File: src/rtl/dadder_dp_out_sink_pkg.sv
// Shared types and default sizing for the dadder dp_out result sink.
package dadder_dp_out_sink_pkg;

  localparam int DP_DATA_WIDTH_DEF = 32;
  localparam int DP_FIFO_DEPTH_DEF = 4;
  localparam int DP_CNT_WIDTH_DEF  = 16;

  // One buffered dadder result at the default sum width; packed as {sum, ovf}.
  typedef struct packed {
    logic [DP_DATA_WIDTH_DEF-1:0] sum;
    logic                         ovf;
  } dp_res_t;

endpackage

File: src/rtl/dadder_dp_out_sink_fifo.sv
// Result buffer for the dp_out sink: storage, wrapping pointers and occupancy.
// No fall-through: a written entry is only visible once the occupancy register
// has been updated, i.e. the cycle after the push.
module dadder_dp_out_sink_fifo
  import dadder_dp_out_sink_pkg::*;
#(
  parameter int WIDTH = DP_DATA_WIDTH_DEF + 1,
  parameter int DEPTH = DP_FIFO_DEPTH_DEF
) (
  input  logic             clk,
  input  logic             reset_n,
  input  logic             push,
  input  logic             pop,
  input  logic [WIDTH-1:0] wdata,
  output logic [WIDTH-1:0] rdata,
  output logic             full,
  output logic             empty
);

  localparam int AW = (DEPTH > 1) ? $clog2(DEPTH) : 1;
  localparam int CW = AW + 1;

  logic [WIDTH-1:0] mem_q [DEPTH];
  logic [AW-1:0]    wr_ptr_q, wr_ptr_d;
  logic [AW-1:0]    rd_ptr_q, rd_ptr_d;
  logic [CW-1:0]    cnt_q, cnt_d;

  // Next pointer/occupancy; DEPTH is a power of two so pointers wrap naturally.
  always_comb begin
    wr_ptr_d = wr_ptr_q;
    rd_ptr_d = rd_ptr_q;
    cnt_d    = cnt_q;
    if (push) wr_ptr_d = wr_ptr_q + AW'(1);
    if (pop)  rd_ptr_d = rd_ptr_q + AW'(1);
    case ({push, pop})
      2'b10:   cnt_d = cnt_q + CW'(1);
      2'b01:   cnt_d = cnt_q - CW'(1);
      default: cnt_d = cnt_q;
    endcase
  end

  // Pointer and occupancy registers; reset empties the buffer.
  always_ff @(posedge clk or negedge reset_n) begin
    if (!reset_n) begin
      wr_ptr_q <= '0;
      rd_ptr_q <= '0;
      cnt_q    <= '0;
    end else begin
      wr_ptr_q <= wr_ptr_d;
      rd_ptr_q <= rd_ptr_d;
      cnt_q    <= cnt_d;
    end
  end

  // Storage is not reset; stale contents are masked while empty.
  always_ff @(posedge clk) begin
    if (push) mem_q[wr_ptr_q] <= wdata;
  end

  assign full  = (cnt_q == CW'(DEPTH));
  assign empty = (cnt_q == '0);
  assign rdata = empty ? '0 : mem_q[rd_ptr_q];

endmodule

File: src/rtl/dadder_dp_out_sink.sv
// dadder dp_out sink: buffers results, counts them, and flags producers that
// drop or alter a result while it is being stalled.
module dadder_dp_out_sink
  import dadder_dp_out_sink_pkg::*;
#(
  parameter int DATA_WIDTH = DP_DATA_WIDTH_DEF,
  parameter int FIFO_DEPTH = DP_FIFO_DEPTH_DEF,
  parameter int CNT_WIDTH  = DP_CNT_WIDTH_DEF
) (
  input  logic                  clk,
  input  logic                  reset_n,
  input  logic                  in_vld,
  output logic                  in_rdy,
  input  logic [DATA_WIDTH-1:0] in_sum,
  input  logic                  in_ovf,
  output logic                  out_vld,
  input  logic                  out_rdy,
  output logic [DATA_WIDTH-1:0] out_sum,
  output logic                  out_ovf,
  output logic [CNT_WIDTH-1:0]  res_cnt,
  output logic [CNT_WIDTH-1:0]  ovf_cnt,
  input  logic                  cnt_clr,
  output logic                  proto_err,
  input  logic                  err_clr
);

  localparam int EW = DATA_WIDTH + 1;

  logic          push, pop;
  logic          fifo_full, fifo_empty;
  logic [EW-1:0] fifo_rdata;

  logic [CNT_WIDTH-1:0]  res_cnt_q, res_cnt_d;
  logic [CNT_WIDTH-1:0]  ovf_cnt_q, ovf_cnt_d;
  logic                  stall_q, stall_d;
  logic [DATA_WIDTH-1:0] stall_sum_q, stall_sum_d;
  logic                  stall_ovf_q, stall_ovf_d;
  logic                  proto_err_q, proto_err_d;
  logic                  viol;

  // Ready depends only on registered occupancy; reset_n gates it low while in reset.
  assign in_rdy  = reset_n & ~fifo_full;
  assign out_vld = ~fifo_empty;
  assign push    = in_vld & in_rdy;
  assign pop     = out_vld & out_rdy;

  dadder_dp_out_sink_fifo #(
    .WIDTH (EW),
    .DEPTH (FIFO_DEPTH)
  ) u_fifo (
    .clk     (clk),
    .reset_n (reset_n),
    .push    (push),
    .pop     (pop),
    .wdata   ({in_ovf, in_sum}),
    .rdata   (fifo_rdata),
    .full    (fifo_full),
    .empty   (fifo_empty)
  );

  assign {out_ovf, out_sum} = fifo_rdata;

  // Saturating result/overflow counters; clear beats a same-cycle increment.
  always_comb begin
    res_cnt_d = res_cnt_q;
    ovf_cnt_d = ovf_cnt_q;
    if (cnt_clr) begin
      res_cnt_d = '0;
      ovf_cnt_d = '0;
    end else if (push) begin
      if (res_cnt_q != '1)          res_cnt_d = res_cnt_q + CNT_WIDTH'(1);
      if (in_ovf && ovf_cnt_q != '1) ovf_cnt_d = ovf_cnt_q + CNT_WIDTH'(1);
    end
  end

  // A stalled result must be held unchanged next cycle; a new violation beats err_clr.
  always_comb begin
    stall_d     = in_vld & ~in_rdy;
    stall_sum_d = in_sum;
    stall_ovf_d = in_ovf;
    viol        = stall_q & (~in_vld | (in_sum != stall_sum_q) | (in_ovf != stall_ovf_q));
    proto_err_d = viol | (proto_err_q & ~err_clr);
  end

  // Counter, stall-history and error-flag registers.
  always_ff @(posedge clk or negedge reset_n) begin
    if (!reset_n) begin
      res_cnt_q   <= '0;
      ovf_cnt_q   <= '0;
      stall_q     <= 1'b0;
      stall_sum_q <= '0;
      stall_ovf_q <= 1'b0;
      proto_err_q <= 1'b0;
    end else begin
      res_cnt_q   <= res_cnt_d;
      ovf_cnt_q   <= ovf_cnt_d;
      stall_q     <= stall_d;
      stall_sum_q <= stall_sum_d;
      stall_ovf_q <= stall_ovf_d;
      proto_err_q <= proto_err_d;
    end
  end

  assign res_cnt   = res_cnt_q;
  assign ovf_cnt   = ovf_cnt_q;
  assign proto_err = proto_err_q;

endmodule

File: config.mk
export PLATFORM = sky130hd
export DESIGN_NAME = dadder_dp_out_sink
export DESIGN_NICKNAME = d
export VERILOG_FILES = /design/src/rtl/dadder_dp_out_sink_pkg.sv /design/src/rtl/dadder_dp_out_sink_fifo.sv /design/src/rtl/dadder_dp_out_sink.sv
export SDC_FILE = /design/constraint.sdc
export NUM_CORES = 1
export LEC_CHECK = 0
export BUFFER_PORTS_ARGS = -buffer_cell sky130_fd_sc_hd__buf_2
export CORE_ASPECT_RATIO = 1.75
export CORE_MARGIN = 4
export CORE_UTILIZATION = 35
export DETAILED_ROUTE_END_ITERATION = 8
export REMOVE_ABC_BUFFERS = 1
export SLEW_MARGIN = 20
export SYNTH_ARGS = -nofsm -noshare
export SYNTH_HDL_FRONTEND = slang
export SYNTH_SLANG_ARGS = --single-unit
File: constraint.sdc
create_clock -name clk -period 3 [get_ports clk]
set_input_delay 0.45 -clock clk [delete_from_list [all_inputs] [get_ports clk]]
set_output_delay 0.45 -clock clk [all_outputs]
set_load 0.02 [all_outputs]
==> results of run 1 <==
==> worst min-delay path by stage <==
stage,endpoint,slack [ns],cells past startpoint
global placement,ovf_cnt[14]$_DFFE_PN0P_,0.38,1
detailed placement,ovf_cnt[13]$_DFFE_PN0P_,0.39,1
floorplan,ovf_cnt[0]$_DFFE_PN0P_,0.15,0
finish,stall_sum_q[13]$_DFF_PN0_,0.14,1
global route,stall_sum_q[13]$_DFF_PN0_,0.12,1
CTS,stall_sum_q[13]$_DFF_PN0_,0.12,1
==> cell usage after synthesis, types with 2 or more instances <==
cell / count
a21oi_1: 4
a31oi_1: 3
and2_1: 36
and2_2: 5
and3_1: 8
and4_1: 3
buf_2: 5
buf_6: 3
clkbuf_1: 10
dfrtp_1: 74
edfxtp_1: 132
ha_1: 7
inv_1: 12
mux2i_1: 4
mux4_2: 33
nand2_1: 13
nand2b_1: 2
nand3_1: 15
nand4_1: 10
nor2_1: 27
nor2b_1: 3
nor3b_2: 2
nor4_1: 10
nor4b_2: 2
o211ai_1: 7
o21ai_0: 7
o31ai_1: 2
or3_1: 3
or4_1: 3
xnor2_1: 5
xor2_1: 54
==> layout make-up <==
class                   instances  area [um^2]
clock buffers                  25        550.5
clock inverters                11        173.9
well taps                     308        385.4
flip-flops and latches        206         5817
inverters                      12        45.04
multi-input cells             289         2559
fillers                      2236        13790
repair buffers                118        700.7
==> worst max-delay path: stages (launching register included) <==
cell     delay [ns]
dfrtp_2        0.60
buf_12         0.28
mux4_2         0.54
and2_1         0.18
buf_2          0.16
==> flip-flops by register name (all words and copies together), names as in the netlist <==
register	cells
u_fifo.mem_q	132
stall_sum_q	32
ovf_cnt	16
res_cnt	16
u_fifo.cnt_q	3
u_fifo.rd_ptr_q	2
u_fifo.wr_ptr_q	2
proto_err	1
stall_ovf_q	1
stall_q	1
==> power by group through the flow <==
stage | sequential, W | clock [W] | combinational [W]
finish | 0.00351 | 0.00272 | 0.00236
global route | 0.00355 | 0.00292 | 0.00257
CTS | 0.00352 | 0.00280 | 0.00244
detailed placement | 0.00357 | 0 | 0.00243
global placement | 0.00354 | 0 | 0.00240
floorplan | 0.00364 | 0 | 0.00146
==> timing repair <==
action | CTS | global route
hold buffers | 1 | 0
hold endpoints to repair | 23 | 0
endpoints found under the setup margin | 0 | 0
==> per-layer routing <==
layer / wire length (um) / up-vias / GRT usage, %
met5: 7 / - / 0
met4: 284 / 2 / 2.971
met3: 970 / 26 / 2.841
met2: 9953 / 135 / 25.36
met1: 6820 / 2434 / 15.73
li1: - / 2206 / -
==> metrics by stage <==
stage	instance area [um^2]	std cells	utilization [%]	worst slack [ns]
3_3_place_gp	9497	932	39.53	0.7512
2_1_floorplan	8419	507	-	0.2312
6_report	10230	969	42.59	0.2860
3_5_place_dp	9497	932	39.53	0.6264
4_1_cts	10230	969	42.59	0.2136
5_1_grt	10230	969	42.59	0.1488
==> placed cells by master, fill, tap and decap left out, types with 6 or more instances in the layout <==
cell type	n
buf_12	6
nor2_1	27
buf_2	105
nand2_1	13
and2_1	36
o211ai_1	7
xor2_1	54
dfrtp_1	73
edfxtp_1	132
and3_1	8
inv_1	12
buf_4	6
nand4_1	10
o21ai_0	7
ha_1	7
nor4_1	10
mux4_2	33
nand3_1	15
clkbuf_16	21
==> logic make-up (layout without fill, tap and decap cells) <==
group,Yosys count,in the layout,share of synthesized area (%)
mux,37,37,9.175
xor+xnor,59,59,6.053
simple gates,156,156,11.12
compound gates,29,29,2.360
buf+inv,32,166,1.905
flops,206,206,68.12
fa+ha+maj,8,8,1.260
==> results by group, run 1 <==
Global route
  • Total track usage: between 10% and 20%
  • Congestion Overflow GR: 0
  • First-pass GRT wire length: 29350 um
  • Pin count of the biggest net entering global routing: 35
  • Initial antenna violation count: 1
  • Number of global-route vias before repair: about 5300

STA
  • Rel. slew slack: about three fifths
  • Min cycle time layout: 2.714 ns
  • Count of final max-slew check failures: 0
  • Final hold vios: 0
  • Period utilization: 90.47%
  • Post-route clock skew: 0.008261 ns
  • Slew @ Worst Pin: 0.6239 ns
  • Fmax achieved: 0.3685 GHz
  • Hold WS: 0.1396 ns
  • Unrepaired setup endpoints after global routing: no
  • # setup viols final: 0
  • Setup_tns: 0 ns

Worst setup path
  • Setup CP Type: reg -> out
  • Worst path required time: 2.55 ns
  • Setup slack, reg-to-reg: 0.63 ns
  • Critical Path Fanout Max: 25
  • Worst setup EP type: output pin
  • Crit path launch type: flop
  • Reg2reg path depth: 9
  • Reg-to-Reg Start: u_fifo.cnt_q[0]$_DFFE_PN0P_
  • Reg-to-Reg End: u_fifo.cnt_q[2]$_DFFE_PN0P_
  • Critical path origin: u_fifo.rd_ptr_q[0]$_DFFE_PN0P_
  • Critical Path Sink: out_sum[6]
  • Arr. time, crit path: roughly 2.3 ns

CTS
  • CTS max path bufs: 3
  • Post-CTS setup buffers: 0
  • Clk slew on worst S/H paths: 0.07 ns
  • TritonCTS Buffers: 20
  • Clk sinks: 206
  • CTS root buf: clkbuf_16
  • Worst-Skew Late Latency: 0.49 ns
  • CTS tree: built
  • CTS resizes: 0
  • H-tree depth: 1

Power and ir drop
  • Power per cell area: 839.5 nW/um^2
  • Net Sw Frac: between 20% and 30%
  • Pwr Total: 0.008589 W
  • Peak VDD IR: 436.9 uV
  • Flop pwr share: 40.8%
  • Gate power share: 27.5%
  • Clock Power Share: 31.7%
  • Pleak: a little under 4 nW
  • Sw Pwr: 0.002558 W
  • Cell-internal power: 0.006031 W

Logic synthesis
  • Number of flops mapped to enable cells by yosys: roughly 130
  • Main area contributors after synthesis: edfxtp_1 (46%), dfrtp_1 (22%), mux4_2 (8.7%)
  • Synthesized area: 8537 um^2
  • Cells after synthesis: between 500 and 600
  • Count of cell types in the netlist: 54
  • Top FF cell, synth: edfxtp_1
  • Sequential-to-total area share from yosys stat: 68.12%
  • Yosys reg bits: 206
  • Share of the synthesized area in the top cell type: 46.43%
  • Syn avg cell area: 16.20 um^2
  • Ys Warns: 0
  • Largest area contributor in the netlist: edfxtp_1
  • Ys async rst share: 35.92%

Drt
  • Drt pass-1 iters: 4
  • ANT nets after route: 0
  • DR vias: between 4000 and 5000
  • Detailed Route Iter0 Violations: 278
  • DR WL/cell: between 15 and 20 um
  • Drt via density: 4.957
  • DRC: 0
  • Final WL: approximately 18000 um

Die
  • I/O pins: 107
  • Die Span Y: 214.6 um
  • CORE AREA: roughly 24000 um^2
  • Initial Util: a little over a third
  • Row cnt: 75
  • Die Wd: 126.1 um
  • Die ar.: 27050 um^2

Cells and area
  • Share of cells above drive strength 1: 30.86%
  • ANT cells: 0
  • Nets: 694
  • Area Growth Syn to Fin: 19.85%

Run status
  • Status: completed

Worst hold path
  • Hold wc startpoint: in_sum[13]
  • Min-Delay Path Class: in -> reg

Run
  • Max-cap violation count: 0

Place
  • Port Buffers: around 110
  • Hpwl dp: 11830 um
  • GPL Wtd Cong: 0.7899
Note: power is estimated with default switching activity, not from simulation.
==> run 2, diff against run 1 <==
BUFFER_PORTS_ARGS = default   (was -buffer_cell sky130_fd_sc_hd__buf_2)
DONT_BUFFER_PORTS = 1   (was default)
==> results by group, run 2 (same netlist as run 1, synthesis figures left out) <==
STA
  • Rel. slew slack: 53.96% (-4.4 points)
  • Hold WS: 0.02791 ns (-0.1117 ns)
  • Fmax achieved: 0.3926 GHz (+6.5%)
  • Unrepaired setup endpoints after global routing: no
  • Count of final max-slew check failures: 0 (unchanged)
  • Final hold vios: 0 (unchanged)
  • Slew @ Worst Pin: 0.6884 ns (+0.06444 ns)
  • Min cycle time layout: 2.547 ns (-0.1667 ns)
  • Post-route clock skew: 0.01523 ns (+0.006972 ns)
  • # setup viols final: 0 (unchanged)
  • Worst setup margin: 0.4526 ns (+0.1667 ns)
  • Setup_tns: 0 ns (unchanged)
  • Period utilization: 84.91% (-5.6 points)

Drt
  • DR WL/cell: 21.22 um (+14%)
  • DR vias: 4648 (-3.2%)
  • DRC: 0 (unchanged)
  • Detailed Route Iter0 Violations: 239 (-14%)
  • ANT nets after route: 0 (unchanged)
  • Drt pass-1 iters: 4 (unchanged)
  • Drt via density: 5.159 (+4.1%)
  • Final WL: 19120 um (+6.0%)

Cells and area
  • Nets: 625 (-9.9%)
  • Max reg flops: 132 (unchanged)
  • Biggest register: u_fifo.mem_q
  • Area Growth Syn to Fin: 17.16%
  • Commonest non-fill, non-tap cell in the layout: edfxtp_1
  • Share of cells above drive strength 1: 16.89% (-14 points)
  • Largest registers: u_fifo.mem_q x132, stall_sum_q x32
  • Commonest non-fill, non-tap cells in the layout: edfxtp_1 (132), dfrtp_1 (72), xor2_1 (54), dlygate4sd3_1 (37), and2_1 (36)
  • Fill cells: 2213 (-1.0%)

Run
  • Max-cap violation count: 0 (unchanged)

Power and ir drop
  • Power per cell area: 821.7 nW/um^2 (-2.1%)
  • Pleak: 3.604 nW (-8.6%)
  • Peak VDD IR: 441.9 uV (+1.2%)

CTS
  • CTS resizes: 0 (unchanged)
  • Worst-Skew Late Latency: 0.50 ns (about the same)
  • TritonCTS Buffers: 20 (unchanged)
  • CTS tree: built
  • CTS max path bufs: 3 (unchanged)
  • H-tree depth: 1 (unchanged)
  • Clk slew on worst S/H paths: 0.07 ns (about the same)
  • CTS root buf: clkbuf_16
  • Clk sinks: 206 (unchanged)

Place
  • GPL Wtd Cong: 0.7709 (-2.4%)
  • Pre-CTS setup slack: 0.6117 ns (-0.01467 ns)
  • Port Buffers: 0 (-100%)
  • Hpwl dp: 11770 um (-0.53%)

Global route
  • Initial antenna violation count: 1 (unchanged)
  • Congestion Overflow GR: 0 (unchanged)
  • Pin count of the biggest net entering global routing: 75 (+110%)
  • First-pass GRT wire length: 30160 um (+2.7%)
  • Total track usage: 14.25% (+0.71 points)
  • Number of global-route vias before repair: 5142 (-3.4%)

Die
  • Die Wd: 126.1 um (unchanged)
  • Initial Util: 35.54% (unchanged)
  • CORE AREA: 24020 um^2 (unchanged)
  • I/O pins: 107 (unchanged)
  • Die ar.: 27050 um^2 (unchanged)
  • Row cnt: 75 (unchanged)
  • Die Span Y: 214.6 um (unchanged)

Worst setup path
  • Worst path required time: 2.55 ns (about the same)
  • Arr. time, crit path: 2.10 ns (-0.16 ns)
  • Worst setup EP type: output pin
  • Critical path origin: u_fifo.rd_ptr_q[0]$_DFFE_PN0P_
  • Setup CP Type: reg -> out
  • Crit path launch type: flop
  • Reg-to-Reg Start: u_fifo.cnt_q[1]$_DFFE_PN0P_
  • Critical Path Fanout Max: 31 (+24%)

Run status
  • Status: completed

Worst hold path
  • Hold wc startpoint: cnt_clr
  • Min-Delay Path Class: in -> reg
[run 2: power by group]
| part | leakage [nW] | internal (W) | switching, W |
|---|---|---|---|
| combinational | 1.14 | 0.000816 | 0.00128 |
| sequential | 2.13 | 0.00332 | 0.000158 |
| clock | 0.333 | 0.00158 | 0.00107 |
| total | 3.60 | 0.00571 | 0.00251 |
[run 2: path summary, 6_finish.rpt]
| check | endpoint | slack [ns] | cells past startpoint |
|---|---|---|---|
| setup / recovery | out_sum[16] | 0.45 | 3 |
| hold / removal | res_cnt[11]$_DFFE_PN0P_ | 0.03 | 1 |
| setup reg to reg | u_fifo.cnt_q[2]$_DFFE_PN0P_ | 0.60 | 9 |
| hold reg to reg | u_fifo.cnt_q[2]$_DFFE_PN0P_ | 0.52 | 1 |
| max in group asynchronous | u_fifo.rd_ptr_q[1]$_DFFE_PN0P_ | 2.13 | 2 |
| min in group asynchronous | ovf_cnt[15]$_DFFE_PN0P_ | 0.51 | 2 |
[run 2: metal layers]
layer	vias to the layer above	track usage, %	routed length (um)
li1	2074	-	-
met5	-	0	0
met2	152	26.31	10620
met4	0	4.724	524
met1	2391	15.77	6708
met3	31	3.589	1265
[run 2: layout make-up]
type	count	area [um^2]	share of cell area, %
Inverter	12	45.04	0.4503
Clock buffer	25	550.5	5.504
Sequential cell	206	5818	58.17
Multi-Input combinational cell	289	2559	25.58
Clock inverter	11	148.9	1.489
Timing Repair Buffer	49	493.0	4.929
Tap cell	308	385.4	3.853
Antenna cell	1	2.502	0.02502
[run 2: critical path, stage by stage, from the launching register on]
cell and delay (ns):
dfrtp_2 0.46, buf_12 0.31, mux4_2 0.57, and2_1 0.25
[run 2: stage by stage]
| step | power [W] | area, um^2 | instances | utilization [%] |
|---|---|---|---|---|
| 2_1_floorplan | 0.005093 | 8419 | 507 | - |
| 3_3_place_gp | 0.005548 | 8902 | 826 | 37.06 |
| 3_5_place_dp | 0.005621 | 8902 | 826 | 37.06 |
| 4_1_cts | 0.008369 | 10000 | 900 | 41.63 |
| 5_1_grt | 0.008632 | 10000 | 901 | 41.64 |
| 6_report | 0.008218 | 10000 | 901 | 41.64 |
[run 2: what timing repair did]
action | in CTS | in global routing
hold endpoints to repair | 123 | 0
hold buffers | 38 | 0
setup buffers | 0 | 0
